[config.mk]
export PLATFORM = sky130hd
export DESIGN_NAME = boot_copy_seq
export DESIGN_NICKNAME = d
export VERILOG_FILES = /design/src/rtl/boot_pkg.sv /design/src/rtl/boot_copy_seq.sv
export SDC_FILE = /design/constraint.sdc
export NUM_CORES = 1
export LEC_CHECK = 0
export ABC_AREA = 0
export BUFFER_PORTS_ARGS = -buffer_cell sky130_fd_sc_hd__buf_2
export CORE_ASPECT_RATIO = 1.25
export CORE_UTILIZATION = 56
export CTS_CLUSTER_SIZE = 40
export DETAILED_ROUTE_END_ITERATION = 16
export GPL_ROUTABILITY_DRIVEN = 0
export PLACE_DENSITY_LB_ADDON = 0.12
export SYNTH_ARGS = -nofsm -noshare
export SYNTH_HDL_FRONTEND = slang
export SYNTH_SLANG_ARGS = --single-unit
[constraint.sdc]
create_clock -name clk -period 4.7 [get_ports clk]
set_clock_uncertainty 0.15 [all_clocks]
set_input_delay 0.47 -clock clk [delete_from_list [all_inputs] [get_ports clk]]
set_output_delay 0.47 -clock clk [all_outputs]
set_load 0.1 [all_outputs]
[src/rtl/boot_pkg.sv]
`default_nettype none
// +--------------------------------------------------------------------------+
// | Module   : boot_pkg                                                      |
// | Purpose  : Shared constants for the boot copy sequencer.                 |
// |            - Boot copy FSM state encoding.                               |
// |            - Default RAM memory-map constants. The system address        |
// |              decoder uses the same values.                               |
// | Revision : 1.0  initial release                                          |
// +--------------------------------------------------------------------------+
package boot_pkg;

    // Boot copy FSM state encoding
    localparam logic [1:0] c_st_addr  = 2'd0;
    localparam logic [1:0] c_st_wait  = 2'd1;
    localparam logic [1:0] c_st_write = 2'd2;
    localparam logic [1:0] c_st_done  = 2'd3;

    typedef enum logic [1:0] {
        ST_ADDR  = c_st_addr,
        ST_WAIT  = c_st_wait,
        ST_WRITE = c_st_write,
        ST_DONE  = c_st_done
    } boot_state_t;

    // Default memory map: the ROM shadow lands at the top 8 KiB of RAM
    localparam int          c_ram_addr_w = 16;
    localparam logic [15:0] c_dest_base  = 16'hE000;

endpackage
`default_nettype wire

[src/rtl/boot_copy_seq.sv]
`default_nettype none
// +--------------------------------------------------------------------------+
// | Module   : boot_copy_seq                                                 |
// | Purpose  : Post-reset sequencer. It copies the synchronous boot ROM into |
// |            system RAM at DEST_BASE and holds the CPU in reset until the  |
// |            copy completes. A start pulse in DONE runs the copy again.    |
// | Ports    : clk, rst_n      clock / async active-low reset                |
// |            start           re-copy request (used only in DONE)           |
// |            rom_addr/data   registered ROM address, data one clk later    |
// |            ram_addr/wdata  RAM write address / data                      |
// |            ram_we/ready    write request, held until ram_ready           |
// |            busy, done      copy status (never both high)                 |
// |            cpu_rst_n       CPU reset, equals done                        |
// |            checksum        mod-256 sum of bytes written in this run      |
// | Revision : 1.0  initial release                                          |
// +--------------------------------------------------------------------------+
module boot_copy_seq
    import boot_pkg::*;
#(
    parameter int                    ADDR_W     = 13,
    parameter int                    COPY_LEN   = 1 << ADDR_W,
    parameter int                    RAM_ADDR_W = c_ram_addr_w,
    parameter logic [RAM_ADDR_W-1:0] DEST_BASE  = RAM_ADDR_W'(c_dest_base)
) (
    input  logic                  clk,
    input  logic                  rst_n,
    input  logic                  start,
    output logic [ADDR_W-1:0]     rom_addr,
    input  logic [7:0]            rom_data,
    output logic [RAM_ADDR_W-1:0] ram_addr,
    output logic [7:0]            ram_wdata,
    output logic                  ram_we,
    input  logic                  ram_ready,
    output logic                  busy,
    output logic                  done,
    output logic                  cpu_rst_n,
    output logic [7:0]            checksum
);

    // Termination compares against the last index. This way COPY_LEN = 2^ADDR_W
    // needs no extra counter bit.
    localparam logic [ADDR_W-1:0] c_idx_last = ADDR_W'(COPY_LEN - 1);

    boot_state_t           r_state, w_state_nxt;
    logic [ADDR_W-1:0]     r_idx, w_idx_nxt;
    logic [ADDR_W-1:0]     r_rom_addr, w_rom_addr_nxt;
    logic [RAM_ADDR_W-1:0] r_ram_addr, w_ram_addr_nxt;
    logic [7:0]            r_ram_wdata, w_ram_wdata_nxt;
    logic                  r_ram_we, w_ram_we_nxt;
    logic                  r_busy, w_busy_nxt;
    logic                  r_done, w_done_nxt;
    logic [7:0]            r_checksum, w_checksum_nxt;
    logic [RAM_ADDR_W-1:0] w_dest;

    // The destination wraps silently at the top of the RAM address space
    assign w_dest = DEST_BASE + RAM_ADDR_W'(r_idx);

    always_ff @(posedge clk or negedge rst_n) begin
        if (!rst_n) begin
            r_state     <= ST_ADDR;
            r_idx       <= '0;
            r_rom_addr  <= '0;
            r_ram_addr  <= '0;
            r_ram_wdata <= '0;
            r_ram_we    <= 1'b0;
            r_busy      <= 1'b1;
            r_done      <= 1'b0;
            r_checksum  <= '0;
        end else begin
            r_state     <= w_state_nxt;
            r_idx       <= w_idx_nxt;
            r_rom_addr  <= w_rom_addr_nxt;
            r_ram_addr  <= w_ram_addr_nxt;
            r_ram_wdata <= w_ram_wdata_nxt;
            r_ram_we    <= w_ram_we_nxt;
            r_busy      <= w_busy_nxt;
            r_done      <= w_done_nxt;
            r_checksum  <= w_checksum_nxt;
        end
    end

    always_comb begin
        w_state_nxt     = r_state;
        w_idx_nxt       = r_idx;
        w_rom_addr_nxt  = r_rom_addr;
        w_ram_addr_nxt  = r_ram_addr;
        w_ram_wdata_nxt = r_ram_wdata;
        w_ram_we_nxt    = r_ram_we;
        w_busy_nxt      = r_busy;
        w_done_nxt      = r_done;
        w_checksum_nxt  = r_checksum;

        case (r_state)
            // rom_addr already holds idx. The ROM samples it on this edge.
            ST_ADDR: w_state_nxt = ST_WAIT;

            ST_WAIT: begin
                w_ram_wdata_nxt = rom_data;
                w_ram_addr_nxt  = w_dest;
                w_ram_we_nxt    = 1'b1;
                w_state_nxt     = ST_WRITE;
            end

            ST_WRITE: begin
                if (ram_ready) begin
                    w_ram_we_nxt   = 1'b0;
                    w_checksum_nxt = r_checksum + r_ram_wdata;
                    if (r_idx == c_idx_last) begin
                        w_busy_nxt  = 1'b0;
                        w_done_nxt  = 1'b1;
                        w_state_nxt = ST_DONE;
                    end else begin
                        // Load the next ROM address now so that ADDR takes
                        // only one cycle.
                        w_idx_nxt      = r_idx + ADDR_W'(1);
                        w_rom_addr_nxt = r_idx + ADDR_W'(1);
                        w_state_nxt    = ST_ADDR;
                    end
                end
            end

            ST_DONE: begin
                if (start) begin
                    w_idx_nxt      = '0;
                    w_rom_addr_nxt = '0;
                    w_checksum_nxt = '0;
                    w_busy_nxt     = 1'b1;
                    w_done_nxt     = 1'b0;
                    w_state_nxt    = ST_ADDR;
                end
            end

            default: w_state_nxt = ST_ADDR;
        endcase
    end

    assign rom_addr  = r_rom_addr;
    assign ram_addr  = r_ram_addr;
    assign ram_wdata = r_ram_wdata;
    assign ram_we    = r_ram_we;
    assign busy      = r_busy;
    assign done      = r_done;
    assign cpu_rst_n = r_done;
    assign checksum  = r_checksum;

endmodule
`default_nettype wire

[Word level (Yosys, flattened, before mapping)]
Index checks and enable logic that the tools add are counted.
Word-level totals
  register bits: 50
  input bits: 12
  output and inout bits: 49
  word-level logic and storage cells: 48
Operators by class
  add/subtract/negate cells: 3
  eq/ne operators: 8
  mux-type cells: 21
  reductions and logical operators: 8
Operators with widths (count)
  2-to-1 mux 13 bit: 3
  one-hot mux 13 bit (2 select lines): 1
  2-to-1 mux 8 bit: 2
  one-hot mux 8 bit (2 select lines): 1
  adder 14 x 14 -> 15 bit, first input constant: 1
  adder 13 x 1 -> 13 bit, second input constant: 1
  == test 13 bit, second input constant: 1
  adder 8 bit: 1
  != test 2 bit, second input constant: 4
  one-hot mux 2 bit (4 select lines): 1
  AND reduction 4 bit: 2
  2-to-1 mux 1 bit: 7
  2-to-1 mux 2 bit: 3
  one-hot mux 1 bit (2 select lines): 3
  == test 2 bit, second input constant: 2
  AND reduction 2 bit: 2
  nonzero test 2 bit: 2
  AND reduction 3 bit: 1
  == test 2 x 1 -> 1 bit, second input constant: 1
  logical NOT 2 bit: 1

[Logic depth before layout (Yosys ltp)]
Gate-level depths: netlist of the first run.
  depth in word-level cells: 4
  depth in mapped cells: 8
  gate-level depth less buffers: 8

[Worst setup path after synthesis of the first run]
Ideal clock, no wire load.
  path type: register to register
  from: reg, netlist name rom_addr[0]
  to: reg r_rom_addr[5], in the netlist rom_addr[5]
  data arrival time: 2.523 ns
  data required time: 4.437 ns
  slack: 1.914 ns
  cell stages (with the launch flop): 9
  buffers on the path: 1
  cells stage by stage: dfrtp_1 ha_1 nand3_1 nor4_4 nand2_4 o211ai_4 buf_6 o21ai_1 o41ai_1
RTL lines
  to (signal assigned): RTL line boot_copy_seq.sv:72  | r_rom_addr <= w_rom_addr_nxt;
  to (decl): RTL line boot_copy_seq.sv:46  | logic [ADDR_W-1:0] r_rom_addr, w_rom_addr_nxt;

[Worst setup path in the final report of the first run]
  from: reg r_ram_wdata[0], in the netlist ram_wdata[0]
  to: reg r_checksum[6], in the netlist checksum[6]
Between the ends
  word-level cells in the longest chain between the ends: 3
RTL lines
  from (decl): RTL line boot_copy_seq.sv:48  | logic [7:0] r_ram_wdata, w_ram_wdata_nxt;
  from (signal assigned): RTL line boot_copy_seq.sv:74  | r_ram_wdata <= w_ram_wdata_nxt;
  adder 8 bit: RTL line boot_copy_seq.sv:107  | w_checksum_nxt = r_checksum + r_ram_wdata;
  2-to-1 mux 8 bit: RTL line boot_copy_seq.sv:105  | if (ram_ready) begin
  one-hot mux 8 bit (2 select lines): RTL line boot_copy_seq.sv:93  | case (r_state)
  to (signal assigned): RTL line boot_copy_seq.sv:78  | r_checksum <= w_checksum_nxt;
  to (decl): RTL line boot_copy_seq.sv:52  | logic [7:0] r_checksum, w_checksum_nxt;
Every way passes these cells. The select of a mux whose other input is x is not followed.
A chain may end at the register's enable or synchronous reset.

==> results of run 1 <==
[registers in the layout (all words and copies together), names as in the netlist]
name       flops
ram_we         1
checksum       8
rom_addr      13
ram_addr      14
r_state        2
cpu_rst_n      1
busy           1
ram_wdata      8
[area by class of cell]
cell class	count	area (um2)
sequential	48	1200
fill	316	1160
multi-input combinational	149	1060
timing repair buffer	60	300
clock buffer	8	100
tap	54	67.6
inverter	6	22.5
[kinds of logic (layout without fill, tap and decap cells)]
family,Yosys count,after routing,synth area share (%)
AND/OR/NAND/NOR,53,53,11.7
AO/OA/AOI/OAI,60,60,15.8
XOR/XNOR,6,6,2.24
flip-flops,48,48,51.3
multiplexers,21,21,10.1
adder cells (fa/ha/maj),9,9,5.12
buffers and inverters,17,74,3.73
[cell usage in the layout (no fill, tap or decap), types with 2 or more instances in the layout]
cell,Yosys,routed
a21o_1,3,3
a21oi_1,9,9
a22o_1,2,2
a31oi_1,5,5
and3_1,2,2
buf_2,4,60
clkbuf_8,0,7
dfrtp_1,47,47
ha_1,8,8
inv_1,5,5
mux2_1,3,3
mux2_2,18,18
nand2_1,16,16
nand2b_1,3,3
nand3_1,4,4
nand4_1,6,6
nor2_1,12,12
nor2b_1,3,3
o21ai_0,15,15
o21ai_1,13,13
o21bai_1,2,2
o31ai_1,5,5
o41ai_1,2,2
xnor2_1,3,3
xor2_1,3,3
[worst max-delay path by stage]
stage	start	to	slack, ps	cells after the start
floorplan	rom_addr[0]$_DFFE_PN0P_	rom_addr[5]$_DFFE_PN0P_	1910	8
global placement	ram_wdata[0]$_DFFE_PN0P_	checksum[6]$_DFFE_PN0P_	2450	8
detailed placement	ram_wdata[0]$_DFFE_PN0P_	checksum[6]$_DFFE_PN0P_	2420	8
CTS	ram_wdata[0]$_DFFE_PN0P_	checksum[6]$_DFFE_PN0P_	2410	8
global route	rom_addr[0]$_DFFE_PN0P_	rom_addr[8]$_DFFE_PN0P_	2260	7
finish	ram_wdata[0]$_DFFE_PN0P_	checksum[6]$_DFFE_PN0P_	2420	8
[metal layers]
layer / vias to the layer above / global-route usage, % / part of all wire (%)
met5: - / 0 / 0
met1: 898 / 30.3 / 44
met4: 0 / 9.82 / 1.6
met2: 57 / 39.6 / 50
met3: 9 / 4.52 / 4.4
li1: 886 / - / -
[stage by stage]
stage / util [%] / cells / worst slack [ps] / hold slack [ps] / instance area [um2]
2_1_floorplan: - / 214 / 1910 / 24.4 / 2350
3_3_place_gp: 67.7 / 317 / 2450 / 331 / 2650
3_5_place_dp: 67.7 / 317 / 2420 / 338 / 2650
4_1_cts: 70.3 / 325 / 2410 / 231 / 2750
5_1_grt: 70.3 / 325 / 2260 / 245 / 2750
6_report: 70.3 / 325 / 2420 / 205 / 2750
[worst reg2reg max path: stages (launching register included)]
cell      delay [ps]
dfrtp_1          410
ha_1             250
fa_1             410
a21o_1           190
a21oi_1          240
o21bai_1         100
a21oi_1          170
xor2_1           160
o21ai_0           80
==> results.md, run 1 <==
* Ys flop type: dfrtp_1
* Clk_lat worst skew at approximately 300 ps
* HP Class: in2async
* Status: finished clean
* Fraction of layout cells with a size suffix above 1 at between 30% and 40%
* Final wirelength at roughly 4800 um
* GRT Util Overall at a little under a quarter
* CP max FO at 3
* Initial Utilization at roughly three fifths
* Crit path max-delay family: compound AO/OA/AOI/OAI gates
* Initial antenna violation count at 0
* Share of flip-flops with an asynchronous set or reset at 100%
* Mapped cell area at between 2000 and 2500 um2
* Post-cts sizing count at 0
* Syn Area/Cell at roughly 11 um2
* Final setup fails at 0
* Max-cap violation count at 0
* Share of the synthesized area in the top cell type at between 50% and 60%
* Crit-path max cell delay at about 410 ps
* Reg2reg start: ram_wdata[0]$_DFFE_PN0P_
* Netlist cell types at 41
* Post-synth EDFFs at 0
* FF-to-FF End: checksum[6]$_DFFE_PN0P_
* GRT overflow at 0
* CP Capture Type: flip-flop
* Slowest CP cell: dfrtp_1
* Area Growth Syn to Fin at 17.2%
* Final ANT Viol Nets at 0
* Largest net degree at the start of global routing at 49
* First-pass GRT wire length at between 7000 and 8000 um
* Final Hold Violating Endpoints at 0
* Vias at about 1.9k
* CTS root buffer: clkbuf_8
* I/O Buffers at 60
* Num CTS Buffers at 5
* Syn Nets at 235
* Least-Margin Pin Slew at between 1000 and 1500 ps
* CTS Sinks at 48
* Startpoint class of the critical path: flip-flop
* CP required at between 4000 and 5000 ps
* CP bufs+invs at 0
* Per-cell routed wire length at 14.6 um
* Final Cycle Share at between 40% and 50%
* Vias in the first global route at roughly 1.7k
* Arrival @ worst endpoint at approximately 2300 ps
* Die height at between 70 and 80 um
* Max H-tree Level at 2
* Top cell by count, worst path: a21oi_1
* Chip width at approximately 60 um
* Top cells by count, synth: dfrtp_1 (47), mux2_2 (18), nand2_1 (16)
* Drt via density at 5.69
* Postcts setup bufs at 0
* Rows at 25
* Max Slew Vio Count at 0
* CTS Buffer Depth at 2
* Count leader, synth: dfrtp_1
* Worst path cell trace: ha_1, fa_1, a21o_1, a21oi_1, o21bai_1, a21oi_1, xor2_1, o21ai_0
* RSZ-0062 raised after global routing: no
* Number of remaining DRC errors at 0
* Slew headroom at about 27%
* Nets@finish at about 290
* Ant diodes at 0
* Worst-case reg-to-reg path depth at 8
* Detail Placement HPWL at ~3400 um
* TritonCTS clock tree: yes
* # hold bufs at CTS at 0
* Die area at around 4500 um2
* I/O pins at 61
* Min cycle time layout at about 2300 ps
* Area leader, netlist: dfrtp_1
* Max Clk Rate at around 440 MHz
* Sequential fraction of the synthesis area at 51.3%
* Worst reg2reg setup slack at roughly 2400 ps
* DRT Pass-1 Iters at 4
* Clock slew at reported path FFs at around 80 ps
* Crit path kind: reg2reg
* Setup TNS Final at 0 ps
* FF+latch count, synth at 48
* Yosys warning count at 0
* Core area at between 3000 and 4000 um2
* Top post-synthesis cells by area: dfrtp_1 (50%), mux2_2 (8.6%), ha_1 (4.3%)
* Synth Instances at 214
* DRT iter0 DRCs at 62
Power of run 1 is left out: the tool's default activity adds up to more than one toggle a clock period on the data nets, which glitch-free logic cannot reach.
==> run 2: changes to the inputs <==
- ABC_AREA: 0 -> 1
- CORE_UTILIZATION: 56 -> 49
- clock period: 4.7 -> 1.97 ns (I/O delays scaled with it)
==> results.md, run 2 <==
* Share of the synthesized area in the top cell type at 44.5% (was 50.1%)
* Max layer used: met4 (unchanged)
* Core area at 5120 um2 (was 3910 um2)
* Syn Nets at 352 (was 235)
* Final setup fails at 0 (unchanged)
* Die height at 84.1 um (was 74.4 um)
* Initial Utilization at 51.6% (was 60.0%)
* Storage cell area at 1240 um2 (was 1200 um2)
* HP Class: in2reg (was in2async)
* Most common cell after layout, fill and taps aside: nand2_1 (was buf_2)
* Final Hold Violating Endpoints at 0 (unchanged)
* CTS Buffer Depth at 2 (unchanged)
* Chip width at 67.7 um (was 59.9 um)
* RSZ-0062 raised after global routing: no (unchanged)
* CP max FO at 3 (unchanged)
* Yosys warning count at 0 (unchanged)
* Mapped cell area at 2640 um2 (was 2350 um2)
* Die area at 5690 um2 (was 4450 um2)
* GRT Util Overall at 24.3% (was 23.8%)
* Top cells by count, synth: nand2_1 (125), dfrtp_1 (47), inv_1 (30) (was dfrtp_1 (47), mux2_2 (18), nand2_1 (16))
* Pre-CTS setup slack at 143 ps (was 2420 ps)
* Count leader, synth: nand2_1 (was dfrtp_1)
* Least-Margin Pin Slew at 793 ps (was 1090 ps)
* Ys flop type: dfrtp_1 (unchanged)
* Clk_lat worst skew at 310 ps (was 300 ps)
* Per-cell routed wire length at 13.3 um (was 14.6 um)
* Max-cap violation count at 0 (unchanged)
* Final ANT Viol Nets at 0 (unchanged)
* Fraction of layout cells with a size suffix above 1 at 32.4% (was 34.3%)
* CP Capture Type: flip-flop (unchanged)
* Area Growth Syn to Fin at 23.6% (was 17.2%)
* Max H-tree Level at 2 (unchanged)
* Max reg flops at 14 (unchanged)
* Arrival @ worst endpoint at 1900 ps (was 2310 ps)
* DRT Pass-1 Iters at 4 (unchanged)
* GRT overflow at 0 (unchanged)
* Startpoint class of the critical path: flip-flop (unchanged)
* Largest net degree at the start of global routing at 32 (was 49)
* Clock slew at reported path FFs at 90 ps (was 80 ps)
* Core utilization of the finished layout at 63.8% (was 70.3%)
* Number of remaining DRC errors at 0 (unchanged)
* Drt via density at 4.99 (was 5.69)
* Crit path kind: reg2reg (unchanged)
* Vias at 2325 (was 1850)
* I/O pins at 61 (unchanged)
* Detail Placement HPWL at 4560 um (was 3370 um)
* Met2 WL post-DR at 3240 um (was 2390 um)
* FF+latch count, synth at 48 (unchanged)
* I/O Buffers at 60 (unchanged)
* Rows at 29 (was 25)
* CTS root buffer: clkbuf_8 (unchanged)
* Min cycle time layout at 1820 ps (was 2280 ps)
* Synth Instances at 331 (was 214)
* Top post-synthesis cells by area: dfrtp_1 (45%), nand2_1 (18%), o21ai_0 (4.5%) (was dfrtp_1 (50%), mux2_2 (8.6%), ha_1 (4.3%))
* Slew headroom at 47.1% (was 27.5%)
* Syn Area/Cell at 7.98 um2 (was 11.0 um2)
* Final WS setup at 147 ps (was 2420 ps)
* Area of the multi-input gates at 1260 um2 (was 1060 um2)
* Max Clk Rate at 549 MHz (was 439 MHz)
* CP required at 2050 ps (was 4730 ps)
* Sequential fraction of the synthesis area at 45.5% (was 51.3%)
* Post-synth EDFFs at 0 (unchanged)
* Vias in the first global route at 2161 (was 1686)
* Nets@finish at 424 (was 291)
* Share of flip-flops with an asynchronous set or reset at 100% (unchanged)
* Fill count at 447 (was 316)
* Netlist cell types at 31 (was 41)
* First-pass GRT wire length at 10200 um (was 7830 um)
* M1 WL at 2600 um (was 2090 um)
* CTS Sinks at 48 (unchanged)
* DRT iter0 DRCs at 109 (was 62)
* Final Cycle Share at 92.5% (was 48.4%)
* Ant diodes at 0 (unchanged)
* Metal3 WL at 213 um (was 209 um)
* Max Slew Vio Count at 0 (unchanged)
* Area leader, netlist: dfrtp_1 (unchanged)
* Most frequent cells in the layout: nand2_1 (125), buf_2 (60), inv_1 (30) (was buf_2 (60), dfrtp_1 (47), mux2_2 (18))
* Status: finished clean (unchanged)
* TritonCTS clock tree: yes (unchanged)
* Final wirelength at 6180 um (was 4760 um)
* Num CTS Buffers at 5 (unchanged)
* Initial antenna violation count at 0 (unchanged)
-- run 2: changes by cell type after synthesis, sizes merged, moves of 4 or more --
cell   delta
nand3    +17
nor2     +15
a31oi     -5
inv      +26
o21ai     -4
o31ai     -5
nand2   +123
mux2     -21
-- run 2: per-layer routing --
layer	track usage [%]	vias to the layer above
li1	-	1181
met1	28.9	1076
met2	41.9	58
met3	4.64	10
met4	9.09	0
met5	0	-
-- run 2: per-stage QoR --
stage                     hold slack (ps)  instance area, um2  TNS, ps  cells
final                                70.3                3270        0    466
after global routing                 67.4                3270        0    466
after CTS                            69.5                3260        0    466
after detailed placement             85.1                3050        0    448
after global placement               81.2                3050        0    448
after floorplan                      -249                2710    -4.60    331
-- run 2: cells by family (layout without fill, tap and decap cells) --
family | count (synthesis) | after routing | share of synthesized area [%]
and+or+nand+nor | 197 | 197 | 34.8
DFF | 48 | 48 | 45.5
buffers and inverters | 42 | 115 | 7.77
AOI/OAI and AO/OA | 34 | 34 | 7.01
adders and majority gates | 9 | 9 | 4.55
xor gates and xnor gates | 1 | 1 | 0.332
-- run 2: critical path, stage by stage (launching register included) --
cell     delay [ps]
dfrtp_4         510
ha_4            170
fa_2            350
nand2_1          80
inv_1            50
o21ai_1         110
nand2_1          80
nand2_1          60
nand2_1          40
o21ai_0         140
-- run 2: worst paths after layout --
kind / from / endpoint / slack (ps) / cells after the start
max in group asynchronous: rst_n / rom_addr[1]$_DFFE_PN0P_ / 740 / 3
min in group asynchronous: rst_n / ram_wdata[6]$_DFFE_PN0P_ / 260 / 2
hold / removal: ram_ready / ram_we$_DFFE_PN0P_ / 70 / 4
hold reg to reg: busy$_DFFE_PN1P_ / busy$_DFFE_PN1P_ / 310 / 2
setup / recovery: checksum[0]$_DFFE_PN0P_ / checksum[4]$_DFFE_PN0P_ / 150 / 9
setup reg to reg: checksum[0]$_DFFE_PN0P_ / checksum[4]$_DFFE_PN0P_ / 150 / 9
-- run 2: layout make-up --
cell class,instances,area share [%]
Timing Repair Buffer,74,13.2
Clock inverter,3,1.42
Inverter,33,4.10
Tap cell,62,2.38
Multi-Input combinational cell,241,38.7
Sequential cell,48,38.1
Clock buffer,5,2.11
-- run 2: repair_timing --
action / CTS / global route
buffers inserted: 0 / 0
setup endpoints to repair: 0 / 2
hold buffers: 10 / 0
endpoints found under the hold margin: 31 / 0
gates resized for setup: 0 / 2
Power of run 2 is left out for the same reason.
==> run 3: changes to the inputs <==
- CORE_UTILIZATION: 49 -> 54
- clock period: 1.97 -> 1.7 ns (I/O delays scaled with it)
==> results.md, run 3 (synthesis results as in run 2) <==
* I/O Buffers at 60 (unchanged)
* Setup TNS Final at -109 ps (was 0 ps)
* Max-cap violation count at 0 (unchanged)
* Max VDD drop at between 0.9 and 1 mV
* Vias in the first global route at 2283 (was 2161)
* Startpoint class of the critical path: flip-flop (unchanged)
* Most frequent cells in the layout: nand2_1 (119), buf_2 (60), inv_1 (28) (was nand2_1 (125), buf_2 (60), inv_1 (30))
* Clk_lat worst skew at 300 ps (was 310 ps)
* Final Cycle Share at 105% (was 92.5%)
* Initial Utilization at 55.8% (was 51.6%)
* Non-filler cells, final at 487 (was 466)
* Design area at 3590 um2 (was 3270 um2)
* Initial antenna violation count at 0 (unchanged)
* Arrival @ worst endpoint at 1870 ps (was 1900 ps)
* Die area at 5180 um2 (was 5690 um2)
* Top cell by count, worst path: nand2_1 (unchanged)
* Largest net degree at the start of global routing at 24 (was 32)
* First-pass GRT wire length at 10500 um (was 10200 um)
* Chip width at 64.6 um (was 67.7 um)
* Fraction of layout cells with a size suffix above 1 at 40.7% (was 32.4%)
* Placement Cell Area at 3300 um2 (was 3050 um2)
* Per-cell routed wire length at 13.2 um (was 13.3 um)
* CP max FO at 3 (unchanged)
* Pre-CTS setup slack at -53.8 ps (was 143 ps)
* Core area at 4730 um2 (was 5120 um2)
* I/O pins at 61 (unchanged)
* Number of remaining DRC errors at 0 (unchanged)
* Max H-tree Level at 2 (unchanged)
* Rows at 28 (was 29)
* Crit path kind: reg2reg (unchanged)
* GRT overflow at 0 (unchanged)
* Vias at 2443 (was 2325)
* DRT iter0 DRCs at 276 (was 109)
* Clock slew at reported path FFs at 100 ps (was 90 ps)
* Max Slew Vio Count at 0 (unchanged)
* Fill count at 353 (was 447)
* CP bufs+invs at 1 (unchanged)
* Nets@finish at 447 (was 424)
* CTS Sinks at 48 (unchanged)
* Grt met3 use at 4.26% (was 4.64%)
* Met1 Use GR at 30.6% (was 28.9%)
* PD cells at slightly above 2000 nW/um2
* Final WS setup at -89.4 ps (was 147 ps)
* Max reg flops at 14 (unchanged)
* RSZ-0062 raised after global routing: yes (was no)
* Failing checks: setup timing
* Tot Pwr at roughly 7.4 mW
* Slew headroom at 67.3% (was 47.1%)
* Slowest CP cell: dfrtp_4 (unchanged)
* Gr busiest metal: met2 (unchanged)
* Most common cell after layout, fill and taps aside: nand2_1 (unchanged)
* Final setup fails at 2 (was 0)
* Status: finished with violations (was finished clean)
* Max Clk Rate at 559 MHz (was 549 MHz)
* Crit path max-delay family: adder cells (unchanged)
* HP Class: in2reg (unchanged)
* Static Leak at about 1.9 nW
* Num CTS Buffers at 5 (unchanged)
* Worst path cell trace: ha_4, fa_2, nand2_2, inv_2, o21ai_2, nand2_1, nand2_1, nand2_1, o21ai_1 (was ha_4, fa_2, nand2_1, inv_1, o21ai_1, nand2_1, nand2_1, nand2_1, o21ai_0)
* CP required at 1780 ps (was 2050 ps)
* Final ANT Viol Nets at 0 (unchanged)
* CTS root buffer: clkbuf_8 (unchanged)
* Crit-path max cell delay at 500 ps (was 510 ps)
* CTS Buffer Depth at 2 (unchanged)
* Drt via density at 5.02 (was 4.99)
* Die height at 80.2 um (was 84.1 um)
* TritonCTS clock tree: yes (unchanged)
* Least-Margin Pin Slew at 494 ps (was 793 ps)
* GRT Util Overall at 26.6% (was 24.3%)
* Met2 Usage GRT at 49.8% (was 41.9%)
* DRT Pass-1 Iters at 4 (unchanged)
* Ant diodes at 0 (unchanged)
* Min cycle time layout at 1790 ps (was 1820 ps)
* Final wirelength at 6430 um (was 6180 um)
* Final Hold Violating Endpoints at 0 (unchanged)
* CP Capture Type: flip-flop (unchanged)
* Detail Placement HPWL at 4670 um (was 4560 um)
* Placed cells at 465 (was 448)
* Area Growth Syn to Fin at 36.1% (was 23.6%)
[run 3: worst paths after layout]
check / startpoint / end / slack, ps / cells after the start
worst max register to register: checksum[0]$_DFFE_PN0P_ / checksum[4]$_DFFE_PN0P_ / -90 / 9
worst min register to register: busy$_DFFE_PN1P_ / busy$_DFFE_PN1P_ / 320 / 2
worst min-delay path: ram_ready / ram_we$_DFFE_PN0P_ / 60 / 4
worst max-delay path: checksum[0]$_DFFE_PN0P_ / checksum[4]$_DFFE_PN0P_ / -90 / 9
max in group asynchronous: rst_n / busy$_DFFE_PN1P_ / 700 / 3
min in group asynchronous: rst_n / ram_wdata[1]$_DFFE_PN0P_ / 160 / 2
[run 3: layout make-up]
class | instances | area [um2] | share of cell area (%)
inverters | 33 | 134 | 3.72
flip-flops and latches | 48 | 1280 | 35.7
clock buffers | 7 | 76.3 | 2.12
well taps | 60 | 75.1 | 2.09
repair buffers | 96 | 623 | 17.3
multi-input cells | 242 | 1400 | 38.9
clock inverters | 1 | 5.00 | 0.139
[run 3: what timing repair did]
action	4_1_cts	5_1_grt
buffers inserted	0	3
resized for setup	0	25
setup endpoints to repair	2	19
hold endpoints to repair	50	0
hold buffers	10	0
pin swaps	1	19
gates cloned	0	1
[run 3: power by group]
group          internal, mW  switching (mW)
logic                  1.24            3.60
clock network         0.290           0.377
registers              1.58           0.347
[run 3: per-stage QoR]
step / hold slack [ps] / util [%]
6_report: 55.3 / 76.0
5_1_grt: 67.8 / 76.0
4_1_cts: 58.2 / 73.6
3_5_place_dp: -40.1 / 69.8
3_3_place_gp: -42.0 / 69.8
2_1_floorplan: -276 / -
[run 3: worst reg2reg max path: stages (launching register included)]
cell and delay [ps]:
dfrtp_4 500, ha_4 170, fa_2 360, nand2_2 70, inv_2 40, o21ai_2 110, nand2_1 90, nand2_1 70
nand2_1 50, o21ai_1 100
[run 3: per-layer routing]
layer	share of wire [%]	wire length [um]
met1	41	2640
met5	0	0
met4	1.6	104
met3	3.5	226
met2	54	3460
No activity file was read; power rests on OpenSTA's default activity.
